**src/rtl/ex_stage_mc.sv**
```systemverilog
`default_nettype none
// ============================================================================
// Module      : ex_stage_mc
// Description : Execute stage with EX/MEM and MEM/WB operand forwarding,
//               single-cycle ALU and iterative MUL/DIVU/REMU, valid/ready
//               handshake towards ID/EX and MEM.
// Revision    : 1.0 - initial release
// ============================================================================
module ex_stage_mc #(
    parameter int XLEN      = 32,
    parameter int RW        = 5,
    parameter bit MULDIV_EN = 1'b1
) (
    input  logic            clk,
    input  logic            rst,
    input  logic            in_valid,
    output logic            in_ready,
    input  logic [3:0]      in_op,
    input  logic [XLEN-1:0] in_rs_val,
    input  logic [XLEN-1:0] in_rt_val,
    input  logic [XLEN-1:0] in_imm,
    input  logic [RW-1:0]   in_rs,
    input  logic [RW-1:0]   in_rt,
    input  logic [RW-1:0]   in_rd,
    input  logic            in_alu_src,
    input  logic            in_reg_dst,
    input  logic [3:0]      in_ctrl,
    input  logic [RW-1:0]   exm_rd,
    input  logic [RW-1:0]   wb_rd,
    input  logic            exm_we,
    input  logic            wb_we,
    input  logic [XLEN-1:0] exm_data,
    input  logic [XLEN-1:0] wb_data,
    output logic            out_valid,
    input  logic            out_ready,
    output logic [XLEN-1:0] out_result,
    output logic [XLEN-1:0] out_store,
    output logic [RW-1:0]   out_dest,
    output logic [3:0]      out_ctrl,
    output logic            out_illegal,
    output logic            busy
);

    localparam int         c_SH_W    = $clog2(XLEN);
    localparam int         c_CNT_W   = $clog2(XLEN + 1);
    localparam logic [3:0] c_OP_ADD  = 4'd0;
    localparam logic [3:0] c_OP_SUB  = 4'd1;
    localparam logic [3:0] c_OP_AND  = 4'd2;
    localparam logic [3:0] c_OP_OR   = 4'd3;
    localparam logic [3:0] c_OP_XOR  = 4'd4;
    localparam logic [3:0] c_OP_SLT  = 4'd5;
    localparam logic [3:0] c_OP_SLL  = 4'd6;
    localparam logic [3:0] c_OP_SRL  = 4'd7;
    localparam logic [3:0] c_OP_MUL  = 4'd8;
    localparam logic [3:0] c_OP_DIVU = 4'd9;
    localparam logic [3:0] c_OP_REMU = 4'd10;

    typedef enum logic [1:0] {
        S_IDLE = 2'd0,
        S_MUL  = 2'd1,
        S_DIV  = 2'd2
    } state_t;

    state_t              r_state;
    state_t              w_state_nxt;
    logic [c_CNT_W-1:0]  r_cnt;
    logic [XLEN-1:0]     r_x;       // multiplicand (MUL) or divisor (DIV)
    logic [XLEN-1:0]     r_y;       // multiplier (MUL) or dividend/quotient shifter (DIV)
    logic [XLEN-1:0]     r_acc;     // partial product (MUL) or partial remainder (DIV)
    logic                r_is_rem;

    logic [XLEN-1:0]     w_a;
    logic [XLEN-1:0]     w_rt;
    logic [XLEN-1:0]     w_b;
    logic [XLEN-1:0]     w_alu;
    logic                w_accept;
    logic                w_is_md;
    logic                w_illegal;
    logic                w_last;
    logic [XLEN-1:0]     w_mul_acc;
    logic [XLEN:0]       w_shift;
    logic [XLEN:0]       w_diff;
    logic                w_qbit;
    logic [XLEN-1:0]     w_rem_nxt;
    logic [XLEN-1:0]     w_quo_nxt;

    // Forwarding: the newer EX/MEM value wins over MEM/WB; r0 is never forwarded.
    always_comb begin
        w_a = in_rs_val;
        if (exm_we && (exm_rd == in_rs) && (in_rs != '0)) begin
            w_a = exm_data;
        end else if (wb_we && (wb_rd == in_rs) && (in_rs != '0)) begin
            w_a = wb_data;
        end
        w_rt = in_rt_val;
        if (exm_we && (exm_rd == in_rt) && (in_rt != '0)) begin
            w_rt = exm_data;
        end else if (wb_we && (wb_rd == in_rt) && (in_rt != '0)) begin
            w_rt = wb_data;
        end
    end

    assign w_b       = in_alu_src ? in_imm : w_rt;
    assign in_ready  = (r_state == S_IDLE) && (!out_valid || out_ready);
    assign busy      = (r_state != S_IDLE);
    assign w_accept  = in_valid && in_ready;
    assign w_is_md   = MULDIV_EN && ((in_op == c_OP_MUL) || (in_op == c_OP_DIVU) || (in_op == c_OP_REMU));
    assign w_illegal = (in_op > c_OP_REMU) || (!MULDIV_EN && (in_op >= c_OP_MUL));
    assign w_last    = (r_cnt == c_CNT_W'(1));

    always_comb begin
        w_alu = '0;
        case (in_op)
            c_OP_ADD: w_alu = w_a + w_b;
            c_OP_SUB: w_alu = w_a - w_b;
            c_OP_AND: w_alu = w_a & w_b;
            c_OP_OR:  w_alu = w_a | w_b;
            c_OP_XOR: w_alu = w_a ^ w_b;
            c_OP_SLT: w_alu = {{(XLEN-1){1'b0}}, ($signed(w_a) < $signed(w_b))};
            c_OP_SLL: w_alu = w_a << w_b[c_SH_W-1:0];
            c_OP_SRL: w_alu = w_a >> w_b[c_SH_W-1:0];
            default:  w_alu = '0;
        endcase
    end

    // One shift-add step and one restoring-division step per cycle.
    assign w_mul_acc = r_acc + (r_y[0] ? r_x : '0);
    assign w_shift   = {1'b0, r_acc, r_y[XLEN-1]};
    assign w_diff    = w_shift - {1'b0, r_x};
    assign w_qbit    = !w_diff[XLEN];
    assign w_rem_nxt = w_qbit ? w_diff[XLEN-1:0] : w_shift[XLEN-1:0];
    assign w_quo_nxt = {r_y[XLEN-2:0], w_qbit};

    always_comb begin
        w_state_nxt = r_state;
        case (r_state)
            S_IDLE: begin
                if (w_accept && w_is_md) begin
                    w_state_nxt = (in_op == c_OP_MUL) ? S_MUL : S_DIV;
                end
            end
            S_MUL, S_DIV: begin
                if (w_last) begin
                    w_state_nxt = S_IDLE;
                end
            end
            default: w_state_nxt = S_IDLE;
        endcase
    end

    always_ff @(posedge clk or posedge rst) begin
        if (rst) begin
            r_state <= S_IDLE;
        end else begin
            r_state <= w_state_nxt;
        end
    end

    always_ff @(posedge clk or posedge rst) begin
        if (rst) begin
            r_cnt       <= '0;
            r_x         <= '0;
            r_y         <= '0;
            r_acc       <= '0;
            r_is_rem    <= 1'b0;
            out_valid   <= 1'b0;
            out_result  <= '0;
            out_store   <= '0;
            out_dest    <= '0;
            out_ctrl    <= '0;
            out_illegal <= 1'b0;
        end else begin
            case (r_state)
                S_IDLE: begin
                    if (w_accept) begin
                        out_store <= w_rt;
                        out_dest  <= in_reg_dst ? in_rd : in_rt;
                        if (w_is_md) begin
                            out_valid   <= 1'b0;
                            out_ctrl    <= in_ctrl;
                            out_illegal <= 1'b0;
                            r_cnt       <= c_CNT_W'(XLEN);
                            r_x         <= (in_op == c_OP_MUL) ? w_a : w_b;
                            r_y         <= (in_op == c_OP_MUL) ? w_b : w_a;
                            r_acc       <= '0;
                            r_is_rem    <= (in_op == c_OP_REMU);
                        end else begin
                            out_valid   <= 1'b1;
                            out_result  <= w_alu;
                            out_ctrl    <= w_illegal ? 4'b0000 : in_ctrl;
                            out_illegal <= w_illegal;
                        end
                    end else if (out_ready) begin
                        out_valid <= 1'b0;
                    end
                end
                S_MUL: begin
                    r_acc <= w_mul_acc;
                    r_x   <= r_x << 1;
                    r_y   <= r_y >> 1;
                    r_cnt <= r_cnt - c_CNT_W'(1);
                    if (w_last) begin
                        out_result <= w_mul_acc;
                        out_valid  <= 1'b1;
                    end
                end
                S_DIV: begin
                    r_acc <= w_rem_nxt;
                    r_y   <= w_quo_nxt;
                    r_cnt <= r_cnt - c_CNT_W'(1);
                    if (w_last) begin
                        out_result <= r_is_rem ? w_rem_nxt : w_quo_nxt;
                        out_valid  <= 1'b1;
                    end
                end
                default: begin
                    out_valid <= 1'b0;
                end
            endcase
        end
    end

endmodule
`default_nettype wire

```
**config.mk**
```make
export PLATFORM = sky130hd
export DESIGN_NAME = ex_stage_mc
export DESIGN_NICKNAME = d
export VERILOG_FILES = /design/src/rtl/ex_stage_mc.sv
export SDC_FILE = /design/constraint.sdc
export NUM_CORES = 1
export LEC_CHECK = 0
export ABC_AREA = 1
export CORE_UTILIZATION = 25
export DETAILED_ROUTE_END_ITERATION = 16
export SLEW_MARGIN = 20
export SYNTH_ARGS = -nofsm -noshare
export SYNTH_HDL_FRONTEND = slang
export SYNTH_SLANG_ARGS = --single-unit
export TNS_END_PERCENT = 50
```
**constraint.sdc**
```tcl
create_clock -name clk -period 7.8 [get_ports clk]
set_input_delay 1.17 -clock clk [delete_from_list [all_inputs] [get_ports clk]]
set_output_delay 1.17 -clock clk [all_outputs]
set_load 0.1 [all_outputs]
```
==> results of run 1 <==
[routing by layer]
layer,vias up,part of all wire,global-route usage
li1,13800,-,-
met1,14100,0.42,0.347
met2,1375,0.46,0.431
met3,205,0.071,0.0281
met4,0,0.043,0.0996
met5,-,0,0
[worst max path at each step]
stage | start | to | depth (start not counted)
after global placement | in_rt[3] | out_result[17]$_DFFE_PP0P_ | 32
final | in_rt[3] | out_result[17]$_DFFE_PP0P_ | 32
after global routing | wb_rd[1] | out_result[25]$_DFFE_PP0P_ | 32
after CTS | in_rt[3] | out_result[17]$_DFFE_PP0P_ | 32
after detailed placement | in_rt[3] | out_result[17]$_DFFE_PP0P_ | 32
after floorplan | rst | out_ctrl[0]$_DFFE_PP0P_ | 1
[placed cells by master, fill, tap and decap left out, drive strengths merged, types with 63 or more instances in the layout]
master	count
nor2	249
a21oi	310
ha	176
nand3	429
o211ai	93
or2	72
clkdlybuf4s50	271
dfrtp	180
o21ai	323
buf	63
inv	482
nand2	1159
[where the power goes]
group	total, uW	switching, uW	internal [uW]
logic	5230	3890	1340
clock network	979	531	448
registers	1590	304	1290
[kinds of logic (layout without fill, tap and decap cells)]
family                   after synthesis  after routing  synth area share
AO/OA/AOI/OAI                        983            983             0.241
XOR/XNOR                              44             44            0.0161
adder cells (fa/ha/maj)              180            180            0.0933
buffers and inverters                696            850             0.117
flip-flops                           180            180             0.184
other                                  0              1                 0
AND/OR/NAND/NOR                     1980           1980             0.348
[metrics by stage]
step                      worst slack (ns)   util  instances
after global routing                 0.628  0.298       5494
final                                0.939  0.298       5494
after floorplan                       1.74      -       4063
after global placement               0.613  0.292       5461
after detailed placement             0.592  0.292       5461
after CTS                             1.11  0.298       5493
[area by class of cell]
| cell class | instances | area, sq um |
|---|---|---|
| Antenna cell | 1 | 2.50 |
| Fill cell | 10900 | 67900 |
| Clock buffer | 17 | 425 |
| Tap cell | 1276 | 1600 |
| Inverter | 484 | 1830 |
| Sequential cell | 180 | 4500 |
| Timing Repair Buffer | 334 | 3190 |
| Clock inverter | 15 | 218 |
| Multi-Input combinational cell | 3187 | 17200 |
[Yosys cell counts (all sizes together)]
cell type  number
nand2        1159
inv           475
nand3         429
o21ai         323
a21oi         310
nor2          249
dfrtp         180
ha            176
clkbuf        115
buf            97
o211ai         93
or2            72
a22oi          59
o22ai          58
nand4          33
a22o           27
xnor2          23
nor3           21
xor2           21
a21o           20
a21boi         17
o21bai         17
o21a           14
a31oi          13
clkinv          9
nand3b          8
a221oi          6
nor4            6
o2111ai         5
o221ai          5
o31ai           5
fa              4
a211oi          3
o311ai          3
a2111oi         2
and2            2
o32ai           2
a311oi          1
nor3b           1
[sequential cells by signal, indices dropped and copies added (netlist names)]
| signal | count |
|---|---|
| r_cnt | 6 |
| out_dest | 5 |
| out_store | 32 |
| r_acc | 32 |
| r_is_rem | 1 |
| r_y | 32 |
| out_ctrl | 4 |
| out_illegal | 1 |
| out_result | 32 |
| r_x | 32 |
| r_state | 2 |
| out_valid | 1 |
[worst max-delay path: cells and delay by family]
kind / cells / cell delay (ns)
simple gates: 16 / 2.14
compound gates: 9 / 1.90
buf+inv: 6 / 1.46
fa+ha+maj: 1 / 0.57
==> results.ini, run 1 <==
[outcome]
status=complete, no violations

[sta]
whs_ns=0.489
fmax_ghz=0.146
finalCriticalPeriod_ns=6.86
setup_viol=0
tightestPinTransition_ns=1.35
hold_viol=0
finalSetupTns_ns=0
clock_skew_ns=0.0170
timing.slew.headroom=0.0975
rsz0062_at_grt=false
min_period_over_period=0.880
finalMaxSlewViolations=0

[synth]
yosys.area.top_type=dfrtp_1
yosys_warnings=0
synth_top_area_share=0.184
ys_types=63
synth.avg_cell_area_sq_um=6.02
netlist_top_cells_area=dfrtp_1, nand2_1, ha_1, nand3_1, inv_1
synth_fp_nets=4444
syn_area_sq_um=24400
synth_seq_cells=180
synth_seq_area_share=0.184
netlist_instances=4063

[critical_path]
cp-end-kind=flip-flop
arrival_ns=7.26
worstReg2RegStart=r_y[31]$_DFFE_PP0P_
crit_type=input port to flip-flop
cpMaxStageDelayCell=clkdlybuf4s50_1
cp.required_ns=8.20
path_common_cell=nand2_1
worst-path-max-fanout=22
reg2reg_to=out_result[16]$_DFFE_PP0P_
r2r_setup_slack_ns=3.10
r2r.worst_path.cells=22
start_kind=input port
slowest_delay_ns=0.57

[cells_and_area]
drive_gt1_frac=0.0621
stdcell_area_sq_um=28900
area_growth_pct=18.2
final_nets=4585

[hold_path]
min_from=out_result[21]$_DFFE_PP0P_
holdPathEnd=out_result[21]$_DFFE_PP0P_
hold_class=flip-flop to flip-flop
whs_path_depth=2

[power_and_ir_drop]
report.power.total_uw=7800
max-vdd-ir-drop_mv=0.272
p_leak_uw=0.0143
p_per_area_nw_per_um2=270

[clock_tree]
htreeDepth=4
tritoncts=done
ctsResizeCount=0
holdBufCountCts=0
clk_path_buf_depth=2
cts_setup_buffers=0
clock_latency_ns=0.51
cts_root_buffer=clkbuf_16
clkSinkCount=180
cts-buffers-inserted=17
cts.reportedPaths.clkPinSlew_ns=0.09

[placed_design]
numPortBuffers=277
dp_hpwl_mm=105
gp_congestion=1.02
placed_cell_area_sq_um=28300

[drt]
drt_iter0_drc=3907
vias_per_cell=5.38
routedWlPerCell_microns=24.0
wirelength_mm=132
ant_nets=0
dr.pass1.iters=7
vias=29600
drc=0

[global_routing]
grt_pass1_vias=27500
grt_usage=0.261
antenna_found_initial=3
overflow=0
grt_pass1_wl_mm=191
grt_max_degree=121

[floorplan]
fp.dieW_microns=315
start_util=0.252
coreArea_sq_um=96900
row_count=114
die_area_sq_um=99000
die_h_microns=315
io_pins=278

[run]
max_cap_viol_count=0

Power figures use the tool's default switching activity.
==> run 2: changes to the inputs <==
- HOLD_SLACK_MARGIN: not set -> 0.05
==> results of run 2 <==
Final layout, timing and power as in run 1 (identical DEF).
